File: config.mk
export PLATFORM = sky130hd
export DESIGN_NAME = color_select_ctrl
export DESIGN_NICKNAME = d
export VERILOG_FILES = /design/src/rtl/flood_pkg.sv /design/src/rtl/btn_debounce.sv /design/src/rtl/color_select_ctrl.sv
export SDC_FILE = /design/constraint.sdc
export NUM_CORES = 1
export LEC_CHECK = 0
export CAP_MARGIN = 20
export CORE_UTILIZATION = 58
export CTS_CLUSTER_DIAMETER = 50
export CTS_CLUSTER_SIZE = 10
export DETAILED_ROUTE_END_ITERATION = 7
export PLACE_DENSITY = 0.91
export SLEW_MARGIN = 15
export SYNTH_ARGS = -nofsm -noshare
export SYNTH_HDL_FRONTEND = slang
export SYNTH_SLANG_ARGS = --single-unit
File: constraint.sdc
create_clock -name CLOCK -period 2.3 [get_ports CLOCK]
set_clock_uncertainty 0.15 [all_clocks]
set_input_delay 0.345 -clock CLOCK [delete_from_list [all_inputs] [get_ports CLOCK]]
set_output_delay 0.345 -clock CLOCK [all_outputs]
set_load 0.05 [all_outputs]
File: src/rtl/flood_pkg.sv
// rtl/flood_pkg.sv - shared types and constants for the colour-select controller
// Contents: COLOR_W / MAX_COLORS constants, sel_state_t handshake states,
//           clamp_colors() helper mapping COLOR_NUM onto the legal 1..MAX_COLORS range.
package flood_pkg;

    localparam int COLOR_W    = 3;
    localparam int MAX_COLORS = 8;

    typedef enum logic [1:0] {
        IDLE = 2'd0,
        REQ  = 2'd1,
        WAIT = 2'd2
    } sel_state_t;

    // 0 would leave the cursor nowhere to live, so it is treated as a single colour.
    function automatic logic [3:0] clamp_colors(input logic [3:0] num);
        logic [3:0] res;
        if (num > 4'(MAX_COLORS)) begin
            res = 4'(MAX_COLORS);
        end else if (num == 4'd0) begin
            res = 4'd1;
        end else begin
            res = num;
        end
        return res;
    endfunction

endpackage

File: src/rtl/btn_debounce.sv
// rtl/btn_debounce.sv - button synchroniser, debounce counter and rising-edge pulse
// Ports: clk_i, resetn_i (sync active-low), btn_i (raw, asynchronous),
//        pulse_o (1-cycle pulse on an accepted 0->1 stable transition).
// Parameter: DEBOUNCE_CYCLES - consecutive equal samples needed to accept a new level.
module btn_debounce #(
    parameter int DEBOUNCE_CYCLES = 500000
) (
    input  logic clk_i,
    input  logic resetn_i,
    input  logic btn_i,
    output logic pulse_o
);

    localparam int CNT_W = $clog2(DEBOUNCE_CYCLES + 1);

    logic             sync1_q, sync2_q;
    logic             stable_q, stable_d;
    logic             stable_prev_q;
    logic             pulse_q;
    logic [CNT_W-1:0] cnt_q, cnt_d;

    // The counter only advances while the synchronised input disagrees with the
    // accepted level; any sample that agrees restarts the qualification window.
    always_comb begin
        stable_d = stable_q;
        cnt_d    = '0;
        if (sync2_q != stable_q) begin
            if (cnt_q == CNT_W'(DEBOUNCE_CYCLES - 1)) begin
                stable_d = sync2_q;
            end else begin
                cnt_d = cnt_q + 1'b1;
            end
        end
    end

    always_ff @(posedge clk_i) begin
        if (!resetn_i) begin
            sync1_q       <= 1'b0;
            sync2_q       <= 1'b0;
            stable_q      <= 1'b0;
            stable_prev_q <= 1'b0;
            pulse_q       <= 1'b0;
            cnt_q         <= '0;
        end else begin
            sync1_q       <= btn_i;
            sync2_q       <= sync1_q;
            stable_q      <= stable_d;
            cnt_q         <= cnt_d;
            stable_prev_q <= stable_q;
            pulse_q       <= stable_q & ~stable_prev_q;
        end
    end

    assign pulse_o = pulse_q;

endmodule

File: src/rtl/color_select_ctrl.sv
// rtl/color_select_ctrl.sv - player-side colour-change request initiator with palette cursor
// Ports: CLOCK, RESET_N (sync active-low); BTN_LEFT/RIGHT/SELECT raw buttons;
//        COLOR_NUM, CURRENT_COLOR, INITIAL_INIT, START_NEW_GAME, CHANGING_COLOR from game logic;
//        COLOR_SELECTED, COLOR_SEL_SIG (request), CURSOR, MOVE_COUNT, BUSY, REJECT outputs.
// Option: MOVE_LIMIT_EN adds OUT_OF_MOVES and refuses selects once MOVE_LIMIT moves are made.
module color_select_ctrl
    import flood_pkg::*;
#(
    parameter int DEBOUNCE_CYCLES = 500000,
    parameter int MOVE_W          = 6,
    parameter int MOVE_LIMIT      = 25
) (
    input  logic               CLOCK,
    input  logic               RESET_N,
    input  logic               BTN_LEFT,
    input  logic               BTN_RIGHT,
    input  logic               BTN_SELECT,
    input  logic [3:0]         COLOR_NUM,
    input  logic [COLOR_W-1:0] CURRENT_COLOR,
    input  logic               INITIAL_INIT,
    input  logic               START_NEW_GAME,
    input  logic               CHANGING_COLOR,
    output logic [COLOR_W-1:0] COLOR_SELECTED,
    output logic               COLOR_SEL_SIG,
    output logic [COLOR_W-1:0] CURSOR,
    output logic [MOVE_W-1:0]  MOVE_COUNT,
    output logic               BUSY,
`ifdef MOVE_LIMIT_EN
    output logic               OUT_OF_MOVES,
`endif
    output logic               REJECT
);

    logic left_p, right_p, select_p;
    logic enable;
    logic left_e, right_e, select_e;

    btn_debounce #(.DEBOUNCE_CYCLES(DEBOUNCE_CYCLES)) u_db_left (
        .clk_i(CLOCK), .resetn_i(RESET_N), .btn_i(BTN_LEFT), .pulse_o(left_p)
    );
    btn_debounce #(.DEBOUNCE_CYCLES(DEBOUNCE_CYCLES)) u_db_right (
        .clk_i(CLOCK), .resetn_i(RESET_N), .btn_i(BTN_RIGHT), .pulse_o(right_p)
    );
    btn_debounce #(.DEBOUNCE_CYCLES(DEBOUNCE_CYCLES)) u_db_select (
        .clk_i(CLOCK), .resetn_i(RESET_N), .btn_i(BTN_SELECT), .pulse_o(select_p)
    );

    assign enable   = INITIAL_INIT & ~START_NEW_GAME;
    assign left_e   = left_p & enable;
    assign right_e  = right_p & enable;
    assign select_e = select_p & enable;

    sel_state_t          state_q, state_d;
    logic                sig_q, sig_d;
    logic [COLOR_W-1:0]  sel_q, sel_d;
    logic [COLOR_W-1:0]  cursor_q, cursor_d;
    logic [MOVE_W-1:0]   move_q, move_d;
    logic                reject_q, reject_d;
    logic                blocked;

    logic [3:0]          n_colors;
    logic [3:0]          n_last;

    assign n_colors = clamp_colors(COLOR_NUM);
    assign n_last   = n_colors - 4'd1;

`ifdef MOVE_LIMIT_EN
    localparam logic [MOVE_W-1:0] LIMIT_V = MOVE_W'(MOVE_LIMIT);
    assign OUT_OF_MOVES = (move_q >= LIMIT_V);
    assign blocked      = OUT_OF_MOVES;
`else
    assign blocked = 1'b0;
`endif

    always_comb begin
        state_d  = state_q;
        sig_d    = sig_q;
        sel_d    = sel_q;
        move_d   = move_q;
        reject_d = 1'b0;
        cursor_d = cursor_q;

        // Cursor is independent of the handshake state; an out-of-range cursor
        // (palette shrank) is pulled home before any button is honoured.
        if ({1'b0, cursor_q} >= n_colors) begin
            cursor_d = '0;
        end else if (left_e && !right_e) begin
            cursor_d = (cursor_q == '0) ? n_last[COLOR_W-1:0] : cursor_q - 1'b1;
        end else if (right_e && !left_e) begin
            cursor_d = ({1'b0, cursor_q} == n_last) ? '0 : cursor_q + 1'b1;
        end

        case (state_q)
            IDLE: begin
                if (select_e) begin
                    // cursor_q is the pre-move value even if a move pulse coincides.
                    if ((cursor_q != CURRENT_COLOR) && !blocked) begin
                        sel_d   = cursor_q;
                        sig_d   = 1'b1;
                        state_d = REQ;
                    end else begin
                        reject_d = 1'b1;
                    end
                end
            end
            REQ: begin
                if (CHANGING_COLOR) begin
                    sig_d   = 1'b0;
                    state_d = WAIT;
                end
            end
            WAIT: begin
                if (!CHANGING_COLOR) begin
                    if (move_q != '1) begin
                        move_d = move_q + 1'b1;
                    end
                    state_d = IDLE;
                end
            end
            default: begin
                state_d = IDLE;
                sig_d   = 1'b0;
            end
        endcase

        // New game overrides everything, including the cursor.
        if (START_NEW_GAME) begin
            state_d  = IDLE;
            sig_d    = 1'b0;
            move_d   = '0;
            cursor_d = '0;
        end
    end

    always_ff @(posedge CLOCK) begin
        if (!RESET_N) begin
            state_q  <= IDLE;
            sig_q    <= 1'b0;
            sel_q    <= '0;
            cursor_q <= '0;
            move_q   <= '0;
            reject_q <= 1'b0;
        end else begin
            state_q  <= state_d;
            sig_q    <= sig_d;
            sel_q    <= sel_d;
            cursor_q <= cursor_d;
            move_q   <= move_d;
            reject_q <= reject_d;
        end
    end

    assign COLOR_SELECTED = sel_q;
    assign COLOR_SEL_SIG  = sig_q;
    assign CURSOR         = cursor_q;
    assign MOVE_COUNT     = move_q;
    assign BUSY           = (state_q != IDLE);
    assign REJECT         = reject_q;

endmodule

==> key figures <==
GRT
  • Global routing usage on met2: 39.81%
  • Vias in the first global route: 3003
  • Grt ovf: 0
  • Top Usage Layer GRT: met2
  • First-pass GRT wire length: 12940 microns
  • Largest net degree at the start of global routing: 18
  • Met1 Use GR: 26.17%
  • Initial antenna violation count: 0
  • Met3 global-route usage: 4.767%
  • Global Route Usage Sum: 22.38%

Floorplanning
  • Die area: 7233 sq um
  • I/O Pins: 30
  • Core area: 6495 sq um
  • Die Width: 85.05 microns
  • Rows: 29
  • Die Y: 85.05 microns
  • Starting Density: 61.59%

Final layout
  • FF/Latch Area: 1762 sq um
  • Footprint of the multi-input gates: 2100 sq um
  • Final Non-Filler Cells: 554
  • Ant. Diodes: 0
  • Final core utilization: 70.10%
  • Layout cells sized above 1: 6.709%
  • Area Growth Syn to Fin: 13.83%
  • Net count, final: 498
  • Post-route cell area: 4553 sq um
  • Fillers: 492

Critical path
  • Critical path peak fanout: 6
  • Worst R2R End: u_db_select.cnt_q[3]
  • RR Startpoint: u_db_select.cnt_q[0]
  • Number of cells on the worst reg-to-reg path: 6
  • CP Capture Type: output port
  • Worst reg2reg setup slack: 0.19 ns
  • CP Launch Point: state_q[0]
  • Crit path to: BUSY
  • Worst path arrival time: 1.75 ns
  • Setup crit start kind: register
  • Critical setup path kind: register to output port
  • WP data required: 1.80 ns

Synthesis
  • Synth Area in Compound Gates: 3.941%
  • Most frequent cell after synthesis: dfxtp_1
  • Register area share after synthesis: 44.04%
  • Ys Warns: 0
  • Post-Synth Simple-Gate Area: 29.65%
  • Xor/xnor share of the synthesized area: 14.01%
  • Syn avg cell area: 9.070 sq um
  • #FFs+latches synth: 88
  • Top cell type's share of synthesized area: 44.04%
  • Synth top area cells: dfxtp_1 44%, xor2_1 8.8%, nor2_1 7.2%
  • Post-synth EDFFs: 0
  • Mapped Cells: 441
  • Area leader, netlist: dfxtp_1
  • Post-Synth Adder-Cell Area: 3.128%
  • Post-Syn Nets: 466
  • Mux share of post-synthesis cell area: 1.752%
  • Synthesized area: 4000 sq um
  • Most used DFF post-synth: dfxtp_1
  • Most instantiated cells after synthesis: 88 x dfxtp_1, 77 x nor2_1, 40 x xor2_1
  • Synth unique cells: 47
  • Asr flop ratio synth: 0%
  • Largest family of logic cells by synthesized area: simple AND/OR/NAND/NOR gates

Timing
  • Final Max Slew Viols: 0
  • RSZ-0062 raised after global routing: false
  • Slew Limit Headroom: 61.31%
  • Period minus WS final: 2.249 ns
  • Fin crit share: 97.77%
  • Worst-Margin Slew: 0.5759 ns
  • FMAX: 0.4447 GHz
  • Final Worst Setup Slack: 0.05137 ns
  • Final setup fails: 0
  • Fin. Hold Viols: 0

Placed design
  • Cell Area, Placed: 4317 sq um
  • IO buf count: 29
  • Dpl ws: -0.1171 ns
  • Placed Instances: 539
  • Detailed placement HPWL: 5242 microns
  • GP Congestion: 0.8431

Routing
  • Post-route DRC: 0
  • First-pass detailed-route iteration total: 4
  • Via count: 3064
  • ANT nets after route: 0
  • Via-per-instance ratio: 5.531
  • Wire per inst: 13.52 microns
  • Overall routed net length: 7490 microns
  • DRT iter0 DRCs: 116

Power and ir drop
  • Power Density: 630.4 nW/um^2
  • Final Power: 2.870 mW
  • Pleak: 1.594 nW
  • Maximum vdd drop: 0.0005422 V

Clock network
  • Clock Sinks: 88
  • CTS H-tree lvls: 3
  • CTS tree: built
  • Root buf cell: clkbuf_8
  • CTS buffer count: 9
  • Clock slew at reported path FFs: 0.10 ns
  • Skew-Pair Late Insertion Delay: 0.36 ns
  • Clock Tree Buf Depth: 2

Worst hold path
  • Hold depth: 1
  • Hold Path Class: register to register

Flow run
  • Max-cap violations: 0

Run status
  • Status: finished clean
worst min-delay path by stage:
stage	start	endpoint	slack [ns]
final	u_db_left.stable_prev_q	u_db_left.pulse_o	0.22
after detailed placement	u_db_right.stable_prev_q	u_db_right.pulse_o	0.22
after CTS	u_db_left.stable_prev_q	u_db_left.pulse_o	0.22
after global routing	u_db_left.stable_prev_q	u_db_left.pulse_o	0.24
after floorplan	u_db_left.stable_prev_q	u_db_left.pulse_o	0.22
after global placement	u_db_right.stable_prev_q	u_db_right.pulse_o	0.22
flip-flops by register name, indices dropped and copies added (netlist names), 2 cells and up:
signal	flops
u_db_select.cnt_q	19
MOVE_COUNT	6
CURSOR	3
COLOR_SELECTED	3
u_db_left.cnt_q	19
u_db_right.cnt_q	19
state_q	2
layout by cell type (no fill, tap or decap), drive strengths merged, types with 6 or more instances in the layout:
| cell type | instances |
|---|---|
| dfxtp | 88 |
| nor2 | 77 |
| xor2 | 40 |
| nand2 | 30 |
| clkdlybuf4s50 | 27 |
| xnor2 | 24 |
| nand3 | 23 |
| nor3 | 15 |
| inv | 11 |
| nand4 | 11 |
| nor2b | 11 |
| and2 | 10 |
| ha | 10 |
| clkbuf | 10 |
| and3 | 9 |
| a21oi | 8 |
| mux2i | 7 |
| and4 | 7 |
| nor4 | 6 |
report_power, final:
group	total (mW)	internal, mW	switching (mW)
clock	1.25	0.718	0.532
combinational	0.0872	0.0444	0.0428
sequential	1.53	1.53	0.00422
total	2.87	2.29	0.579
cell type report:
class | instances | share of cell area (%)
clock buffer | 10 | 2.803
sequential | 88 | 38.69
tap | 77 | 2.116
inverter | 11 | 0.9068
timing repair buffer | 33 | 7.035
multi-input combinational | 330 | 46.11
clock inverter | 5 | 2.336
worst max-delay path, cell delays in order, from the launching register on:
cell and delay [ns]:
dfxtp_1 0.37, or2_2 0.32, clkdlybuf4s50_1 0.71
logic make-up (layout without fill, tap and decap cells):
family / after synthesis / after routing
fa+ha+maj: 10 / 10
simple gates: 226 / 226
flops: 88 / 88
mux: 7 / 7
buf+inv: 23 / 59
compound gates: 23 / 23
xor+xnor: 64 / 64
timing repair:
item	CTS	global route
setup buffers	0	0
endpoints found under the setup margin	0	18
gates resized for setup	0	2
hold buffers	0	0
through the flow:
step           hold slack [ns]  TNS, ns
2_1_floorplan           0.2174        0
3_3_place_gp            0.2219        0
3_5_place_dp            0.2244  -0.1499
4_1_cts                 0.2221        0
5_1_grt                 0.2377        0
6_report                0.2200        0
metal layers:
metal	vias up	wire length, microns
met5	-	0
met1	1428	3351
li1	1550	-
met4	0	148
met3	17	298
met2	69	3691
No activity file was read; power rests on OpenSTA's default activity.
